--- src/rtl/marquee_rx.sv ---
// marquee_rx: locks onto a 4-word marquee frame stream and recovers A/B per frame.
// Optional MARQUEE_RX_ERRCNT_EN adds a saturating 8-bit err_cnt output.
`default_nettype none

module marquee_rx #(
  parameter int MISS_LIMIT = 2
) (
  input  logic       clk,
  input  logic       rst_n,
  input  logic       in_valid,
  input  logic [5:0] indata,
  output logic [2:0] dataA,
  output logic [2:0] dataB,
  output logic       out_valid,
  output logic       frame_err,
  output logic       locked
`ifdef MARQUEE_RX_ERRCNT_EN
  ,
  output logic [7:0] err_cnt
`endif
);

  typedef enum logic [0:0] {
    HUNT = 1'b0,
    LOCK = 1'b1
  } state_t;

  localparam logic [2:0] MISS_MAX = 3'(MISS_LIMIT);

  state_t     state, state_nxt;
  logic [2:0] fill, fill_nxt;
  logic [1:0] slot, slot_nxt;
  logic [2:0] miss, miss_nxt;
  logic       emit, emit_err;

  // Only the three previous words are stored; the incoming word completes the window.
  logic [5:0] w1, w2, w3;

  logic [2:0] a, b;
  logic       cons;

  assign a = indata[5:3];
  assign b = indata[2:0];

  assign cons = (w1[5:3] == 3'd0) && (w2[5:3] == 3'd0) && (w3[5:3] == 3'd0) &&
                (w1[2:0] == (a | b)) && (w2[2:0] == (a & b)) && (w3[2:0] == (a ^ b));

  always_ff @(posedge clk or negedge rst_n) begin
    if (!rst_n) state <= HUNT;
    else        state <= state_nxt;
  end

  always_comb begin
    state_nxt = state;
    fill_nxt  = fill;
    slot_nxt  = slot;
    miss_nxt  = miss;
    emit      = 1'b0;
    emit_err  = 1'b0;
    if (in_valid) begin
      case (state)
        HUNT: begin
          fill_nxt = (fill == 3'd4) ? 3'd4 : fill + 3'd1;
          if ((fill >= 3'd3) && cons) begin
            state_nxt = LOCK;
            slot_nxt  = 2'd0;
            miss_nxt  = 3'd0;
            emit      = 1'b1;
          end
        end
        LOCK: begin
          slot_nxt = slot + 2'd1;
          if (slot == 2'd3) begin
            emit     = 1'b1;
            emit_err = !cons;
            if (cons) begin
              miss_nxt = 3'd0;
            end else if (miss + 3'd1 >= MISS_MAX) begin
              state_nxt = HUNT;
              fill_nxt  = 3'd0;
              slot_nxt  = 2'd0;
              miss_nxt  = 3'd0;
            end else begin
              miss_nxt = miss + 3'd1;
            end
          end
        end
        default: state_nxt = HUNT;
      endcase
    end
  end

  always_ff @(posedge clk or negedge rst_n) begin
    if (!rst_n) begin
      fill      <= 3'd0;
      slot      <= 2'd0;
      miss      <= 3'd0;
      w1        <= 6'd0;
      w2        <= 6'd0;
      w3        <= 6'd0;
      out_valid <= 1'b0;
      frame_err <= 1'b0;
      dataA     <= 3'd0;
      dataB     <= 3'd0;
    end else begin
      fill      <= fill_nxt;
      slot      <= slot_nxt;
      miss      <= miss_nxt;
      out_valid <= emit;
      if (in_valid) begin
        w1 <= w2;
        w2 <= w3;
        w3 <= indata;
      end
      if (emit) begin
        dataA     <= a;
        dataB     <= b;
        frame_err <= emit_err;
      end
    end
  end

  assign locked = (state == LOCK);

`ifdef MARQUEE_RX_ERRCNT_EN
  always_ff @(posedge clk or negedge rst_n) begin
    if (!rst_n)                                      err_cnt <= 8'd0;
    else if (emit && emit_err && (err_cnt != 8'hFF)) err_cnt <= err_cnt + 8'd1;
  end
`endif

endmodule

`default_nettype wire

--- config.mk ---
export PLATFORM = sky130hd
export DESIGN_NAME = marquee_rx
export DESIGN_NICKNAME = d
export VERILOG_FILES = /design/src/rtl/marquee_rx.sv
export SDC_FILE = /design/constraint.sdc
export NUM_CORES = 1
export LEC_CHECK = 0
export ABC_AREA = 1
export CAP_MARGIN = 20
export CORE_MARGIN = 2
export CORE_UTILIZATION = 35
export CTS_CLUSTER_DIAMETER = 80
export DETAILED_ROUTE_END_ITERATION = 7
export GPL_ROUTABILITY_DRIVEN = 0
export GPL_TIMING_DRIVEN = 0
export SYNTH_ARGS = -nofsm -noshare
export SYNTH_HDL_FRONTEND = slang
export SYNTH_SLANG_ARGS = --single-unit
--- constraint.sdc ---
create_clock -name clk -period 2.4 [get_ports clk]
set_input_delay 0.36 -clock clk [delete_from_list [all_inputs] [get_ports clk]]
set_output_delay 0.36 -clock clk [all_outputs]
set_load 0.05 [all_outputs]
## Word level (Yosys, flattened, before mapping)

Cells that the tools add are included.

| word-level totals | value |
|---|---|
| register bits | 35 |
| input port bits | 9 |
| output and inout bits | 9 |

| operators by class | value |
|---|---|
| $add $sub $neg | 3 |
| magnitude comparators | 2 |
| equal/unequal tests | 9 |
| multiplexer cells | 26 |
| bitwise gates (word level) | 4 |
| reductions and logical operators | 13 |

Operators by type and width:

| kind | count |
|---|---|
| 3-bit 2-to-1 mux | 8 |
| 3-bit one-hot mux with 2 select lines | 2 |
| 3-bit == test | 3 |
| 3-bit zero test | 3 |
| 1-bit 2-to-1 mux | 9 |
| 2-bit 2-to-1 mux | 4 |
| 3-bit by 1-bit adder with 3-bit output, second input constant | 2 |
| 3-bit by 2-bit >= comparator with 1-bit output, second input constant | 2 |
| 1-bit logical AND | 6 |
| 2-bit by 1-bit != test with 1-bit output, second input constant | 2 |
| 2-bit != test, second input constant | 2 |
| 1-bit one-hot mux with 2 select lines | 2 |
| 2-bit one-hot mux with 2 select lines | 1 |
| 4-bit AND reduction | 1 |
| 3-bit bitwise AND | 1 |
| 3-bit == test, second input constant | 1 |
| 3-bit bitwise OR | 1 |
| 3-bit AND reduction | 1 |
| 3-bit bitwise XOR | 1 |
| 2-bit by 1-bit adder with 2-bit output, second input constant | 1 |
| 2-bit == test, second input constant | 1 |
| 2-bit AND reduction | 1 |
| 1-bit zero test | 1 |
| 1-bit NOT | 1 |

## Longest topological paths before layout

Gate-level depths: netlist of the first run.

| logic depth | value |
|---|---|
| depth in word-level cells | 10 |
| mapped depth | 14 |

## Least setup slack after synthesis of the first run

No wires, ideal clock.

| path | value |
|---|---|
| path kind | in2reg |
| start point | in indata[0] |
| end point | reg dataA[0] |
| arrival | 1566 ps |
| required time | 2281 ps |
| setup slack | 715 ps |
| stages | 14 |
| path buffers | 1 |
| cell sequence | inv_1 -> ha_1 -> inv_1 -> nand2_1 -> nand2_1 -> nor2_2 -> nand2_1 -> nor2_2 -> nand3_2 -> nand2_2 -> nand2_4 -> buf_6 -> nand2_2 -> o21ai_2 |

| on the way | value |
|---|---|
| cells in the longest elaborated chain, start to end | 9 |
| elaborated cells on any way between the ends | 13 |

RTL lines:

| element | RTL line | text |
|---|---|---|
| from (decl) | 11 | `input logic [5:0] indata,` |
| 3-bit bitwise OR | 46 | `(w1[2:0] == (a \| b)) && (w2[2:0] == (a & b)) && (w3[2:0] == (a ^ b));` |
| 3-bit == test | 46 |  |
| 1-bit logical AND | 45 | `assign cons = (w1[5:3] == 3'd0) && (w2[5:3] == 3'd0) && (w3[5:3] == 3'd0) &&` |
| 1-bit logical AND | 46 |  |
| 1-bit logical AND (*) | 46 |  |
| 1-bit logical AND (*) | 64 | `if ((fill >= 3'd3) && cons) begin` |
| 1-bit 2-to-1 mux (*) | 64 |  |
| 1-bit one-hot mux with 2 select lines (*) | 61 | `case (state)` |
| 1-bit 2-to-1 mux (*) | 60 | `if (in_valid) begin` |
| to (signal assigned) | 103 | `dataA <= 3'd0;` |
| to (signal assigned) | 116 | `dataA <= a;` |
| to (decl) | 12 | `output logic [2:0] dataA,` |

Mark *: on every way between the ends. The rest lies on a longest branch, timed or not.
A chain may end at the register's enable or synchronous reset.

## Worst setup path after layout of the first run

| path | value |
|---|---|
| start point | in indata[3] |
| end point | reg dataA[1] |

The elaborated chain is that of the path after synthesis.

==> summary.txt, run 1 <==
Clocking
  • Num Clock Sinks: 35
  • Hold_buf cts: 0
  • Setup bufs post-CTS: 0
  • CTS tree: yes
  • Reg clk slew, reported paths: ~0.07 ns
  • H-tree depth: 2
  • Post-CTS sizing: 0
  • Clock latency on the worst-skew pair: around 0.28 ns
  • TritonCTS buffer count: 5
  • Root buffer cell: clkbuf_8
  • Clk buf depth: 2

Synth
  • Syn_area_per_cell: slightly below 8 sq um
  • Warnings, synthesis: 0
  • Synth Area in Simple Gates: 0.2508
  • Post-synthesis cell area: around 1900 sq um
  • Post-Synth XOR/XNOR Area: 0.004620
  • Post-synth cell types: 19
  • Mapped Cells: approximately 240
  • Register area share after synthesis: 0.4620
  • Proportion of synthesized area in mux cells: 0
  • Post-Synth Adder-Cell Area: 0.07921
  • Largest family of logic cells by synthesized area: simple AND/OR/NAND/NOR gates
  • Synth Net Count: between 200 and 300
  • Compound-Gate Fraction of Synth Area: 0.1023
  • Number of synthesized register bits: 35

Floorplanning
  • DIE HEIGHT: between 70 and 80 microns
  • Top Ports: 18
  • Initial core utilization: 0.3665
  • Site Rows: 26
  • Die ar.: 6020 sq um
  • Chip width: a little under 80 microns
  • Area of the core: about 5200 sq um

Global routing
  • Total GRT Usage: 0.1394
  • First-pass GRT wire length: around 6600 microns
  • Vias in the first global route: 1,409
  • Largest net degree at the start of global routing: 36
  • Number of antenna violations at the first check in global routing: 0
  • Congestion Overflow GR: 0

Placement
  • Dpl cells: 330
  • DP HPWL: around 2800 microns
  • Port bufs: 16

STA
  • Skew final: between 0.005 and 0.006 ns
  • Slew headroom: 0.4737
  • Worst-margin pin slew: 0.7895 ns
  • Final-report max-slew violation count: 0
  • Final period util: 0.8844
  • Unrepaired setup endpoints after global routing: false
  • Final hold violation count: 0
  • Max Fclk: roughly 470 MHz
  • Min cycle time layout: 2.123 ns
  • Final setup vio count: 0
  • Worst hold margin: 0.1591 ns

Finish
  • Most frequent cells in the layout: nand2_1, inv_1, dfrtp_1, o21ai_0, nor2_1
  • Share of layout cells above drive strength 1: 0.1007
  • Commonest non-fill, non-tap cell in the layout: nand2_1
  • FF+latch area: 875.8 sq um
  • Non-Filler Instances: 338
  • Area of the multi-input gates: between 800 and 900 sq um
  • Layout fillers: approximately 530
  • Antenna Cells: 0
  • Layout area overhead: 17.10%
  • Final #Nets: 288

Worst setup path
  • Worst path arrival time: between 2 and 2.5 ns
  • Most frequent CP cell: nand2_1
  • CP Class: primary input to register
  • Reg2reg setup slack: about 0.8 ns
  • Cell Chain, Critical Path: clkdlybuf4s50_1 > inv_1 > ha_1 > inv_1 > nand2_1 > nand2_1 > nor2_2 > nand2_1 > nor2_2 > nand3_2 > nand2_2 > nand2_4 > buf_6 > nand2_2 > o21ai_2
  • Worst R2R Start: fill[0]
  • R2R depth: 10
  • Crit path largest cell delay: 0.55 ns
  • Startpoint Class: primary input
  • CP required: 2.57 ns
  • Reg-to-reg critical path endpoint: frame_err
  • Crit end category: register
  • Crit path to: dataA[1]
  • CP max stage cell: clkdlybuf4s50_1
  • Cell depth of the worst setup path: 15
  • CP delay by family, top: buffers and inverters
  • Number of buffers and inverters on the critical path: 4
  • Max FO, Critical Path: 10
  • Critical Path Source: indata[3]

Drt
  • DRC: 0
  • Vias: approximately 1,500
  • Avg WL per Cell: about 11 microns
  • Final wirelength: roughly 3700 microns
  • DR pass1 iterations: 4
  • Initial DRC count: 55
  • DR vias/cell: 4.453
  • Routed Antenna Nets: 0

Pwr
  • Power Dens Cells: between 900 and 1000 nW/um^2
  • Max VDD drop: around 0.00046 V
  • Leakage: 1.162 nW

Worst hold path
  • Hold Path Class: primary input to asynchronous set/reset pin

Flow run
  • Max cap viols: 0

Outcome
  • Outcome: complete, no violations
-- synthesized netlist by cell type --
cell      count  area [sq um]
nand3_1       9         45.04
inv_2         3         11.26
dfrtp_1      35         875.8
nand2_1      75         281.5
o21ai_2       7         61.31
nand2_2       4         25.02
clkbuf_1      5         18.77
a21oi_1       2         10.01
o211ai_1      1         7.510
nand3_2       1         10.01
ha_1         12         150.1
nand4_1       2         12.51
buf_6         1         11.26
inv_1        40         150.1
nand2_4       1         11.26
xnor2_1       1         8.760
o21ai_0      23         115.1
nor2_2        3         18.77
nor2_1       19         71.32
-- layout make-up --
class                      instances  area share
sequential                        35      0.3946
multi-input combinational        160      0.3732
inverter                          43     0.07272
timing repair buffer              16     0.06990
tap                               70     0.03946
clock buffer                       7     0.03439
buffer                             6     0.01353
clock inverter                     1    0.002255
-- state kept, by name, summed over array words and instances (netlist names) --
signal     flops
w2             6
dataB          3
slot           2
out_valid      1
w3             6
w1             6
locked         1
dataA          3
fill           3
miss           3
frame_err      1
-- power breakdown --
group	internal [mW]	switching [mW]
Clock	0.203	0.197
Sequential	0.738	0.105
Combinational	0.331	0.612
Total	1.27	0.914
-- how the worst min path moves through the flow --
stage                        start        to  slack, ns  cells past startpoint
after floorplan              rst_n  dataA[0]       0.06                      0
after global placement    dataA[2]  dataA[2]       0.47                      2
after detailed placement  dataB[1]  dataB[1]       0.47                      2
after CTS                    rst_n     w2[2]       0.19                      1
after global routing         rst_n     w2[2]       0.22                      1
final                        rst_n     w2[2]       0.16                      1
-- metrics by stage --
stage                     TNS [ns]  worst slack (ns)  area, sq um  utilization  total power, mW
after floorplan                  0            0.7148         1896            -            1.533
after global placement    -0.03123          -0.01280         2143       0.4144            1.792
after detailed placement  -0.07806          -0.03066         2138       0.4134            1.810
after CTS                        0            0.2565         2220       0.4291            2.218
after global routing             0            0.1127         2220       0.4291            2.367
final                            0            0.2774         2220       0.4291            2.186
-- cell families after synthesis --
group	after synthesis
AO/OA/AOI/OAI	33
XOR/XNOR	1
adder cells (fa/ha/maj)	12
buffers and inverters	49
flip-flops	35
AND/OR/NAND/NOR	114
-- routing by layer --
metal / routed length, microns / share of wire / GRT usage
met1: 1842 / 0.50 / 0.1815
met2: 1688 / 0.46 / 0.2250
met3: 108 / 0.029 / 0.03488
met4: 61 / 0.016 / 0.04821
met5: 0 / 0 / 0
-- worst reg2reg max path: stages (launching register included) --
cell	delay (ns)
dfrtp_1	0.40
ha_1	0.20
ha_1	0.17
nor2_1	0.07
o21ai_0	0.13
nand3_2	0.12
nand2_2	0.08
nand2_4	0.11
buf_6	0.17
nand2_1	0.06
nand2_1	0.05
Note: power is estimated with default switching activity, not from simulation.
==> inputs of run 2 (changes only) <==
- REMOVE_ABC_BUFFERS: not set -> 1
==> run 2 against run 1 <==
Non-clock buffer count shrank 4. Maximum frequency up 3.7%. Wire length is 6.8% lower.
==> summary.txt, run 2 (synthesized netlist as in run 1, its figures left out) <==
Outcome
  • Outcome: complete, no violations

STA
  • Unrepaired setup endpoints after global routing: false
  • Max Fclk: 488.7 MHz (+3.7%)
  • Final setup vio count: 0 (unchanged)
  • Final-report max-slew violation count: 0 (unchanged)
  • Final hold violation count: 0 (unchanged)
  • Slew headroom: 0.4855 (+0.01181)
  • Final period util: 0.8525 (-0.03188)
  • Skew final: 0.008201 ns (+0.002503 ns)
  • Worst-margin pin slew: 0.7718 ns (-0.01771 ns)
  • Min cycle time layout: 2.046 ns (-0.07651 ns)
  • Worst hold margin: 0.1493 ns (-0.009746 ns)

Worst setup path
  • Reg-to-reg critical path endpoint: miss[2]
  • Worst R2R Start: fill[0]
  • CP Class: primary input to register
  • Worst path arrival time: 2.22 ns (-0.07 ns)
  • CP max stage cell: clkdlybuf4s50_1
  • Cell Chain, Critical Path: clkdlybuf4s50_1 > inv_1 > ha_1 > inv_1 > nand2_1 > nand2_1 > nor2_2 > nand2_1 > nor2_2 > nand3_2 > nand2_2 > nand2_4 > inv_1 > nor2_1
  • CP required: 2.57 ns (about the same)
  • Reg2reg setup slack: 0.72 ns (-0.07 ns)
  • Crit path largest cell delay: 0.51 ns (-0.04 ns)
  • Critical Path Source: indata[3]
  • Startpoint Class: primary input
  • R2R depth: 9 (-1)
  • Max FO, Critical Path: 16 (+6)
  • Crit end category: register

Drt
  • DRC: 0 (unchanged)
  • Final wirelength: 3448 microns (-6.8%)
  • Routed Antenna Nets: 0 (unchanged)
  • Initial DRC count: 55 (unchanged)
  • DR pass1 iterations: 4 (unchanged)
  • DR vias/cell: 4.278 (-3.9%)
  • Avg WL per Cell: 10.32 microns (-5.7%)
  • Vias: 1,429 (-5.0%)

Finish
  • Layout area overhead: 17.76%
  • Final instance area: 2232 sq um (+0.56%)
  • Most frequent cells in the layout: nand2_1, inv_1, dfrtp_1, o21ai_0, nor2_1
  • Antenna Cells: 0 (unchanged)
  • Final #Nets: 284 (-1.4%)
  • Util after Layout: 0.4315 (+0.002419)
  • Commonest non-fill, non-tap cell in the layout: nand2_1
  • Non-Filler Instances: 334 (-1.2%)
  • Biggest regs: w1: 6 flops, w2: 6 flops, w3: 6 flops
  • Share of layout cells above drive strength 1: 0.1061 (+0.005314)

Global routing
  • Number of antenna violations at the first check in global routing: 0 (unchanged)
  • Largest net degree at the start of global routing: 36 (unchanged)
  • Congestion Overflow GR: 0 (unchanged)
  • Vias in the first global route: 1,424 (+1.1%)
  • First-pass GRT wire length: 6354 microns (-3.7%)
  • Total GRT Usage: 0.1316 (-0.007813)

Clocking
  • Num Clock Sinks: 35 (unchanged)
  • CTS tree: yes
  • Hold_buf cts: 0 (unchanged)
  • Root buffer cell: clkbuf_8
  • Post-CTS sizing: 1 (+1)
  • H-tree depth: 2 (unchanged)
  • Setup bufs post-CTS: 0 (unchanged)
  • Reg clk slew, reported paths: 0.07 ns (about the same)
  • Clk buf depth: 2 (unchanged)
  • Clock latency on the worst-skew pair: 0.28 ns (about the same)
  • TritonCTS buffer count: 5 (unchanged)

Pwr
  • Power Dens Cells: 1004 nW/um^2 (+1.9%)
  • Tot Pwr: 2.240 mW (+2.5%)
  • Leakage: 1.172 nW (+0.87%)
  • Max VDD drop: 0.0006440 V (+41%)

Placement
  • Dpl cells: 325 (-1.5%)
  • DP Area: 2118 sq um (-0.94%)
  • DP HPWL: 2490 microns (-12%)
  • Port bufs: 17 (+1)

Floorplanning
  • Top Ports: 18 (unchanged)
  • DIE HEIGHT: 77.59 microns (unchanged)
  • Site Rows: 26 (unchanged)
  • Chip width: 77.59 microns (unchanged)
  • Area of the core: 5172 sq um (unchanged)
  • Die ar.: 6020 sq um (unchanged)
  • Initial core utilization: 0.3665 (unchanged)

Flow run
  • Max cap viols: 0 (unchanged)

Worst hold path
  • Hold Path Class: primary input to asynchronous set/reset pin
run 2: changes by cell type in the layout (fill, tap and decap cells not counted):
cell | previous run | this run
buf_6 | 1 | 0
buf_8 | 0 | 1
clkbuf_1 | 7 | 1
clkbuf_8 | 5 | 7
clkinv_2 | 1 | 0
dlygate4sd2_1 | 0 | 1
run 2: worst max-delay path: cells and delay by family:
kind	cells	cell delay [ns]
fa+ha+maj	1	0.30
buf+inv	4	0.77
simple gates	9	0.77
run 2: stage by stage:
step                      setup TNS, ns  setup slack, ns
after global placement           -4.145          -0.3872
after detailed placement         -4.306          -0.3990
after CTS                             0           0.1713
final                                 0           0.3539
after floorplan                       0           0.7609
after global routing                  0           0.1731
run 2: metal layers:
| metal | vias to the layer above | wire, microns | GRT usage |
|---|---|---|---|
| met5 | - | 0 | 0 |
| met4 | 0 | 51 | 0.05357 |
| met3 | 5 | 94 | 0.02791 |
| met2 | 20 | 1470 | 0.1991 |
| met1 | 623 | 1832 | 0.1827 |
| li1 | 781 | - | - |
run 2: how the worst max path moves through the flow:
stage	endpoint
finish	miss[2]
global route	miss[2]
CTS	miss[2]
detailed placement	miss[2]
global placement	miss[2]
floorplan	dataA[2]
run 2: layout make-up:
class | count | area (sq um)
Timing Repair Buffer | 18 | 178.9
Multi-Input combinational cell | 160 | 828.3
Clock buffer | 8 | 100.1
Fill cell | 543 | 2940
Sequential cell | 35 | 875.8
Inverter | 43 | 161.4
Tap cell | 70 | 87.58
run 2: report_power, final:
part / total, mW / internal [mW] / switching, mW
clock network: 0.465 / 0.262 / 0.203
logic: 0.930 / 0.322 / 0.609
registers: 0.845 / 0.738 / 0.106
total: 2.24 / 1.32 / 0.918
==> inputs of run 3 (changes only) <==
- GPL_TIMING_DRIVEN: 0 -> not set
- REMOVE_ABC_BUFFERS: 1 -> not set
==> run 3 against run 2 <==
Sequential share of layout area shrank 0.43 points. Highest routed layer unchanged. Sequential power is essentially flat. Non-clock buffer count grew 6. Critical endpoint unchanged.
==> summary.txt, run 3 (synthesized netlist as in run 1, its figures left out) <==
Global routing
  • Number of antenna violations at the first check in global routing: 0 (unchanged)
  • Largest net degree at the start of global routing: 36 (unchanged)
  • Total GRT Usage: 0.1415 (+0.009931)
  • First-pass GRT wire length: 6817 microns (+7.3%)
  • Congestion Overflow GR: 0 (unchanged)
  • Vias in the first global route: 1,547 (+8.6%)

STA
  • Slew headroom: 0.6722 (+0.1867)
  • Final-report max-slew violation count: 0 (unchanged)
  • Skew final: 0.002138 ns (-0.006063 ns)
  • Fin Setup TNS: 0 ns (unchanged)
  • Worst-margin pin slew: 0.4902 ns (-0.2816 ns)
  • Final WS setup: 0.3347 ns (-0.01918 ns)
  • Final hold violation count: 0 (unchanged)
  • Final period util: 0.8605 (+0.007992)
  • Worst hold margin: 0.4755 ns (+0.3262 ns)
  • Final setup vio count: 0 (unchanged)
  • Max Fclk: 484.2 MHz (-0.93%)
  • Min cycle time layout: 2.065 ns (+0.01918 ns)
  • Unrepaired setup endpoints after global routing: false

Finish
  • Commonest non-fill, non-tap cell in the layout: nand2_1
  • FF+latch area: 875.8 sq um (unchanged)
  • Area of the multi-input gates: 828.3 sq um (unchanged)
  • Util after Layout: 0.4364 (+0.004838)
  • Layout fillers: 518 (-4.6%)
  • Antenna Cells: 0 (unchanged)
  • Final instance area: 2257 sq um (+1.1%)
  • Final #Nets: 290 (+2.1%)
  • Biggest regs: w1: 6 flops, w2: 6 flops, w3: 6 flops
  • Layout area overhead: 19.08%
  • Most frequent cells in the layout: nand2_1, inv_1, dfrtp_1, o21ai_0, nor2_1
  • Share of layout cells above drive strength 1: 0.1185 (+0.01246)

Clocking
  • Reg clk slew, reported paths: 0.07 ns (about the same)
  • Root buffer cell: clkbuf_8
  • H-tree depth: 2 (unchanged)
  • Hold_buf cts: 0 (unchanged)
  • CTS tree: yes
  • TritonCTS buffer count: 5 (unchanged)
  • Num Clock Sinks: 35 (unchanged)
  • Setup bufs post-CTS: 0 (unchanged)
  • Clock latency on the worst-skew pair: 0.28 ns (about the same)
  • Clk buf depth: 2 (unchanged)
  • Post-CTS sizing: 0 (-1)

Drt
  • Final wirelength: 3732 microns (+8.2%)
  • Avg WL per Cell: 10.98 microns (+6.3%)
  • DR vias/cell: 4.438 (+3.7%)
  • Vias: 1,509 (+5.6%)
  • DR pass1 iterations: 4 (unchanged)
  • Initial DRC count: 102 (+85%)
  • DRC: 0 (unchanged)
  • Routed Antenna Nets: 0 (unchanged)

Floorplanning
  • Initial core utilization: 0.3665 (unchanged)
  • DIE HEIGHT: 77.59 microns (unchanged)
  • Die ar.: 6020 sq um (unchanged)
  • Area of the core: 5172 sq um (unchanged)
  • Top Ports: 18 (unchanged)
  • Site Rows: 26 (unchanged)
  • Chip width: 77.59 microns (unchanged)

Placement
  • Port bufs: 17 (unchanged)
  • DP Area: 2176 sq um (+2.7%)
  • DP HPWL: 2809 microns (+13%)
  • Setup WS pre-CTS: 0.01737 ns (+0.4163 ns)

Worst hold path
  • WHS Path Cells: 2
  • Hold Path Class: register to register
  • Min-delay src: frame_err
  • Hold path endpoint: frame_err

Worst setup path
  • Crit end category: register
  • R2R depth: 9 (unchanged)
  • CP Class: primary input to register
  • Max FO, Critical Path: 16 (unchanged)
  • Crit path largest cell delay: 0.54 ns (+0.03 ns)
  • Worst R2R Start: fill[0]
  • Cell Chain, Critical Path: clkdlybuf4s50_1 > inv_1 > ha_1 > inv_1 > nand2_1 > nand2_1 > nor2_2 > nand2_1 > nor2_2 > nand3_2 > nand2_2 > nand2_4 > inv_1 > nor2_1
  • Worst path arrival time: 2.24 ns (+0.02 ns)
  • Startpoint Class: primary input
  • CP max stage cell: clkdlybuf4s50_1
  • Reg2reg setup slack: 0.71 ns (about the same)
  • CP required: 2.57 ns (about the same)
  • Reg-to-reg critical path endpoint: miss[2]

Pwr
  • Power Dens Cells: 973.9 nW/um^2 (-3.0%)
  • Leakage: 1.188 nW (+1.3%)
  • Max VDD drop: 0.0004295 V (-33%)

Outcome
  • Outcome: complete, no violations

Flow run
  • Max cap viols: 0 (unchanged)
run 3: per-layer routing:
layer,wire [microns],share of wire,GRT usage,vias to the layer above
met5,0,0,0,-
met1,1854,0.50,0.1806,696
met2,1778,0.48,0.2328,19
met3,78,0.021,0.03488,2
li1,-,-,-,792
met4,22,0.0059,0.05000,0
run 3: cell type report:
| type | count | share of cell area |
|---|---|---|
| Tap cell | 70 | 0.03880 |
| Inverter | 43 | 0.07151 |
| Clock buffer | 7 | 0.03381 |
| Timing Repair Buffer | 24 | 0.09867 |
| Multi-Input combinational cell | 160 | 0.3670 |
| Sequential cell | 35 | 0.3880 |
| Clock inverter | 1 | 0.002217 |
run 3: critical path: cells and delay by family:
family	cells	cell delay [ns]
fa+ha+maj	1	0.31
buf+inv	4	0.82
simple gates	9	0.75
run 3: where the power goes:
part / internal [mW] / switching [mW]
Sequential: 0.738 / 0.110
Combinational: 0.330 / 0.612
Clock: 0.204 / 0.204
run 3: worst max-delay path by stage:
stage,to,start,cells after the start
after floorplan,dataA[0],indata[0],14
after global placement,miss[1],indata[3],14
after global routing,fill[2],indata[2],14
after detailed placement,miss[2],indata[3],14
final,miss[2],indata[3],14
after CTS,miss[2],indata[3],14
run 3: metrics by stage:
step / instances / total power, mW
after floorplan: 244 / 1.533
after global placement: 332 / 1.792
after detailed placement: 332 / 1.815
after CTS: 340 / 2.233
after global routing: 340 / 2.392
final: 340 / 2.198
==> RTL change 1 (settings of run 1) <==
Build with the macro `MARQUEE_RX_ERRCNT_EN` defined.
--- a/src/rtl/marquee_rx.sv
+++ b/src/rtl/marquee_rx.sv
@@ -1,6 +1,8 @@
 // marquee_rx: locks onto a 4-word marquee frame stream and recovers A/B per frame.
 // Optional MARQUEE_RX_ERRCNT_EN adds a saturating 8-bit err_cnt output.
 `default_nettype none
+
+`define MARQUEE_RX_ERRCNT_EN
 
 module marquee_rx #(
   parameter int MISS_LIMIT = 2
Function (old outputs only; new: err_cnt): kept (Yosys induction, for registers that start in step).
==> RTL change 1 against run 1 <==
Worst setup slack got worse by 1.9 ps. Power rose by 23%. Largest cell class unchanged. Global-route usage rose by 0.41 points. Die area rose by 23%. Non-clock buffer count rose by 12. Cell area rose by 27%. Area after synthesis rose by 24%. Routed wire length rose by 25%. Sequential cell count rose by 8.
==> RTL change 1: results <==
export IMPL_switching_power_w=0.001154
export IMPL_wl_met2_mm=2.056
export IMPL_post_drt_wl_per_cell_um=11.38
export IMPL_use_met1_pct=20.38
export IMPL_grt_use_met3_pct=3.176
export IMPL_synth_area_leaders="dfrtp_1, nand2_1, ha_1"
export IMPL_port_buffers=25
export IMPL_min_period_ps=2124
export IMPL_synth_compound_area_share_pct=8.227
export IMPL_relSlewSlack_pct=66.27
export IMPL_p_leak_nw=1.428
export IMPL_synthToLayoutAreaGrowth_pct=19.21
export IMPL_r2r_end="miss[0]$_DFFE_PN0P_"
export IMPL_nets=351
export IMPL_grt_max_degree=28
export IMPL_ys_top_cells_by_count="nand2_1, dfrtp_1, inv_1, o21ai_0, nor2_1"
export IMPL_p_clk_w=0.000448
export IMPL_fillers=650
export IMPL_cp_slowest_stage_delay_ps=520
export IMPL_reg2reg_slack_ps=760
export IMPL_status="completed"
export IMPL_drive_above_1_share_pct=10.30
export IMPL_synth_nets=317
export IMPL_critPathArrivalTime_ps=2310
export IMPL_synth_adder_area_share_pct=6.900
export IMPL_met1_length_mm=2.387
export IMPL_skew_ps=6.526
export IMPL_avgViaCountPerCell=4.570
## RTL change 1: changes by cell type after synthesis, moves of 2 or more
| cell | run 1 | this run |
|---|---|---|
| buf_4 | 0 | 2 |
| clkbuf_1 | 5 | 3 |
| dfrtp_1 | 35 | 43 |
| nand2_1 | 75 | 91 |
| nand3_1 | 9 | 14 |
| nor3_1 | 0 | 3 |
| xnor2_1 | 1 | 5 |
| xor2_1 | 0 | 6 |
## RTL change 1: cell type report
cell class | count | area (um2) | share of cell area (%)
Buffer | 7 | 42.54 | 1.514
Clock buffer | 7 | 76.32 | 2.716
Clock inverter | 1 | 5.005 | 0.1781
Inverter | 44 | 165.2 | 5.877
Multi-Input combinational cell | 201 | 1074 | 38.20
Sequential cell | 43 | 1076 | 38.29
Tap cell | 77 | 96.34 | 3.428
Timing Repair Buffer | 27 | 275.3 | 9.795
## RTL change 1: repair_timing
action	CTS	global route
endpoints found under the hold margin	11	0
hold buffers	1	0
endpoints found under the setup margin	0	0
resized for setup	0	0
==> RTL change 2 (settings of run 1) <==
Made on the original files. Register the inputs `in_valid` and `indata` before use, cleared by the reset. The logic sees them one clock later.
--- a/src/rtl/marquee_rx.sv
+++ b/src/rtl/marquee_rx.sv
@@ -27,6 +27,19 @@
 
   localparam logic [2:0] MISS_MAX = 3'(MISS_LIMIT);
 
+  logic in_valid_q;
+  logic [5:0] indata_q;
+
+  always_ff @(posedge clk or negedge rst_n) begin
+    if (!rst_n) begin
+      in_valid_q <= '0;
+      indata_q   <= '0;
+    end else begin
+      in_valid_q <= in_valid;
+      indata_q   <= indata;
+    end
+  end
+
   state_t     state, state_nxt;
   logic [2:0] fill, fill_nxt;
   logic [1:0] slot, slot_nxt;
@@ -39,8 +52,8 @@
   logic [2:0] a, b;
   logic       cons;
 
-  assign a = indata[5:3];
-  assign b = indata[2:0];
+  assign a = indata_q[5:3];
+  assign b = indata_q[2:0];
 
   assign cons = (w1[5:3] == 3'd0) && (w2[5:3] == 3'd0) && (w3[5:3] == 3'd0) &&
                 (w1[2:0] == (a | b)) && (w2[2:0] == (a & b)) && (w3[2:0] == (a ^ b));
@@ -57,7 +70,7 @@
     miss_nxt  = miss;
     emit      = 1'b0;
     emit_err  = 1'b0;
-    if (in_valid) begin
+    if (in_valid_q) begin
       case (state)
         HUNT: begin
           fill_nxt = (fill == 3'd4) ? 3'd4 : fill + 3'd1;
@@ -107,10 +120,10 @@
       slot      <= slot_nxt;
       miss      <= miss_nxt;
       out_valid <= emit;
-      if (in_valid) begin
+      if (in_valid_q) begin
         w1 <= w2;
         w2 <= w3;
-        w3 <= indata;
+        w3 <= indata_q;
       end
       if (emit) begin
         dataA     <= a;
Check against the original RTL: not equivalent (a bounded check fails within 10 cycles, from zero or initial values and one cycle with rst_n low).
==> RTL change 2 against run 1 <==
Utilization fell by 0.31 points. Synthesized cell count rose by 6.1%. Area after synthesis rose by 10%. Via count rose by 8.8%. Routed wire length rose by 11%. Maximum frequency rose by 12%. Worst setup slack improved by 220 ps. Die area rose by 9.9%. Sequential cell count rose by 7. Cell area rose by 12%.
Power is not compared: it rests on default switching activity, and its combinational part moved more than twofold at a synthesized area within 25%.
==> RTL change 2: results <==
export IMPL_min_path_cells=2
export IMPL_rows=28
export IMPL_hold_buffers=1
export IMPL_multi_input_area_share_pct=35.29
export IMPL_seqPwrFrac_pct=49.3
export IMPL_reg2reg_slack_ps=500
export IMPL_syn_inst=259
export IMPL_wl_met2_mm=1.904
export IMPL_critPathArrivalTime_ps=2090
export IMPL_post_drt_wl_per_cell_um=11.40
export IMPL_seq_share_pct=42.17
export IMPL_grt_pass1_wl_mm=7.238
export IMPL_skew_ps=6.833
export IMPL_hold_ws_ps=476.5
export IMPL_place_hpwl_mm=3.105
export IMPL_clock_buffers=6
export IMPL_nNonClkInverters=36
export IMPL_clkLatencyLatePin_ps=300
export IMPL_dpl_cell_count=352
export IMPL_met2_usage_pct=22.62
export IMPL_status="completed"
export IMPL_grtUsageTotal_pct=14.51
export IMPL_final_nonclk_buf_share_pct=8.936
export IMPL_r2r_cells=12
export IMPL_drive_above_1_share_pct=8.042
export IMPL_dr_wl_met3_um=150
export IMPL_reg2reg_from="indata_q[2]$_DFF_PN0_"
export IMPL_dp_slack_ps=509.4
export IMPL_nets=306
export IMPL_hp_class="flop to flop"
export IMPL_port_buffers=17
export IMPL_ys_seq_elements=42
export IMPL_synth_area_leaders="dfrtp_1, nand2_1, ha_1"
export IMPL_r2r_end="dataA[0]$_DFFE_PN0P_"
export IMPL_crit_slowest_cell="dfrtp_1"
export IMPL_num_nonclk_buffers=25
export IMPL_ys_top_cells_by_count="nand2_1, dfrtp_1, inv_1, nor2_1, o21ai_0"
export IMPL_synth_cell_type_count=22
export IMPL_multi_input_area_um2=879.6
export IMPL_use_met1_pct=19.47
export IMPL_met1_length_mm=1.979
export IMPL_fillers=612
export IMPL_multi_input_gates=175
export IMPL_grt_use_met3_pct=3.444
export IMPL_initialDrtViolationCount=70
export IMPL_synth_nets=280
export IMPL_grt_max_degree=27
export IMPL_ys_seq_area_share_pct=50.21
export IMPL_avgViaCountPerCell=4.535
export IMPL_setup_tns_ps=0
export IMPL_clock_area_share_pct=4.418
export IMPL_post_dp_cell_area_um2=2372
export IMPL_min_period_ps=1903
export IMPL_cp_slowest_stage_delay_ps=420
export IMPL_vias=1637
export IMPL_grt_pass1_vias=1548
export IMPL_netSwitchingFraction_pct=28.42
export IMPL_relSlewSlack_pct=64.81
export IMPL_h_tree_depth=2
[RTL change 2: critical path: cells and delay by family (launching register included)]
family,cells,cell delay (ps)
fa+ha+maj,1,300
flops,1,420
simple gates,9,960
buf+inv,2,120
[RTL change 2: cell families after synthesis]
group           after synthesis  share of synthesized area [%]
compound gates               22                          5.260
xor+xnor                      1                         0.4185
fa+ha+maj                    12                          7.173
buf+inv                      42                          7.770
flops                        42                          50.21
simple gates                140                          29.17
[RTL change 2: worst max path at each step]
stage | startpoint | to | depth (start not counted)
floorplan | indata_q[2]$_DFF_PN0_ | dataA[0]$_DFFE_PN0P_ | 12
global placement | rst_n | fill[1]$_DFFE_PN0P_ | 1
detailed placement | indata_q[2]$_DFF_PN0_ | frame_err$_DFFE_PN0P_ | 12
CTS | indata_q[2]$_DFF_PN0_ | dataA[0]$_DFFE_PN0P_ | 12
global route | indata_q[2]$_DFF_PN0_ | dataB[0]$_DFFE_PN0P_ | 12
finish | indata_q[2]$_DFF_PN0_ | dataA[0]$_DFFE_PN0P_ | 12
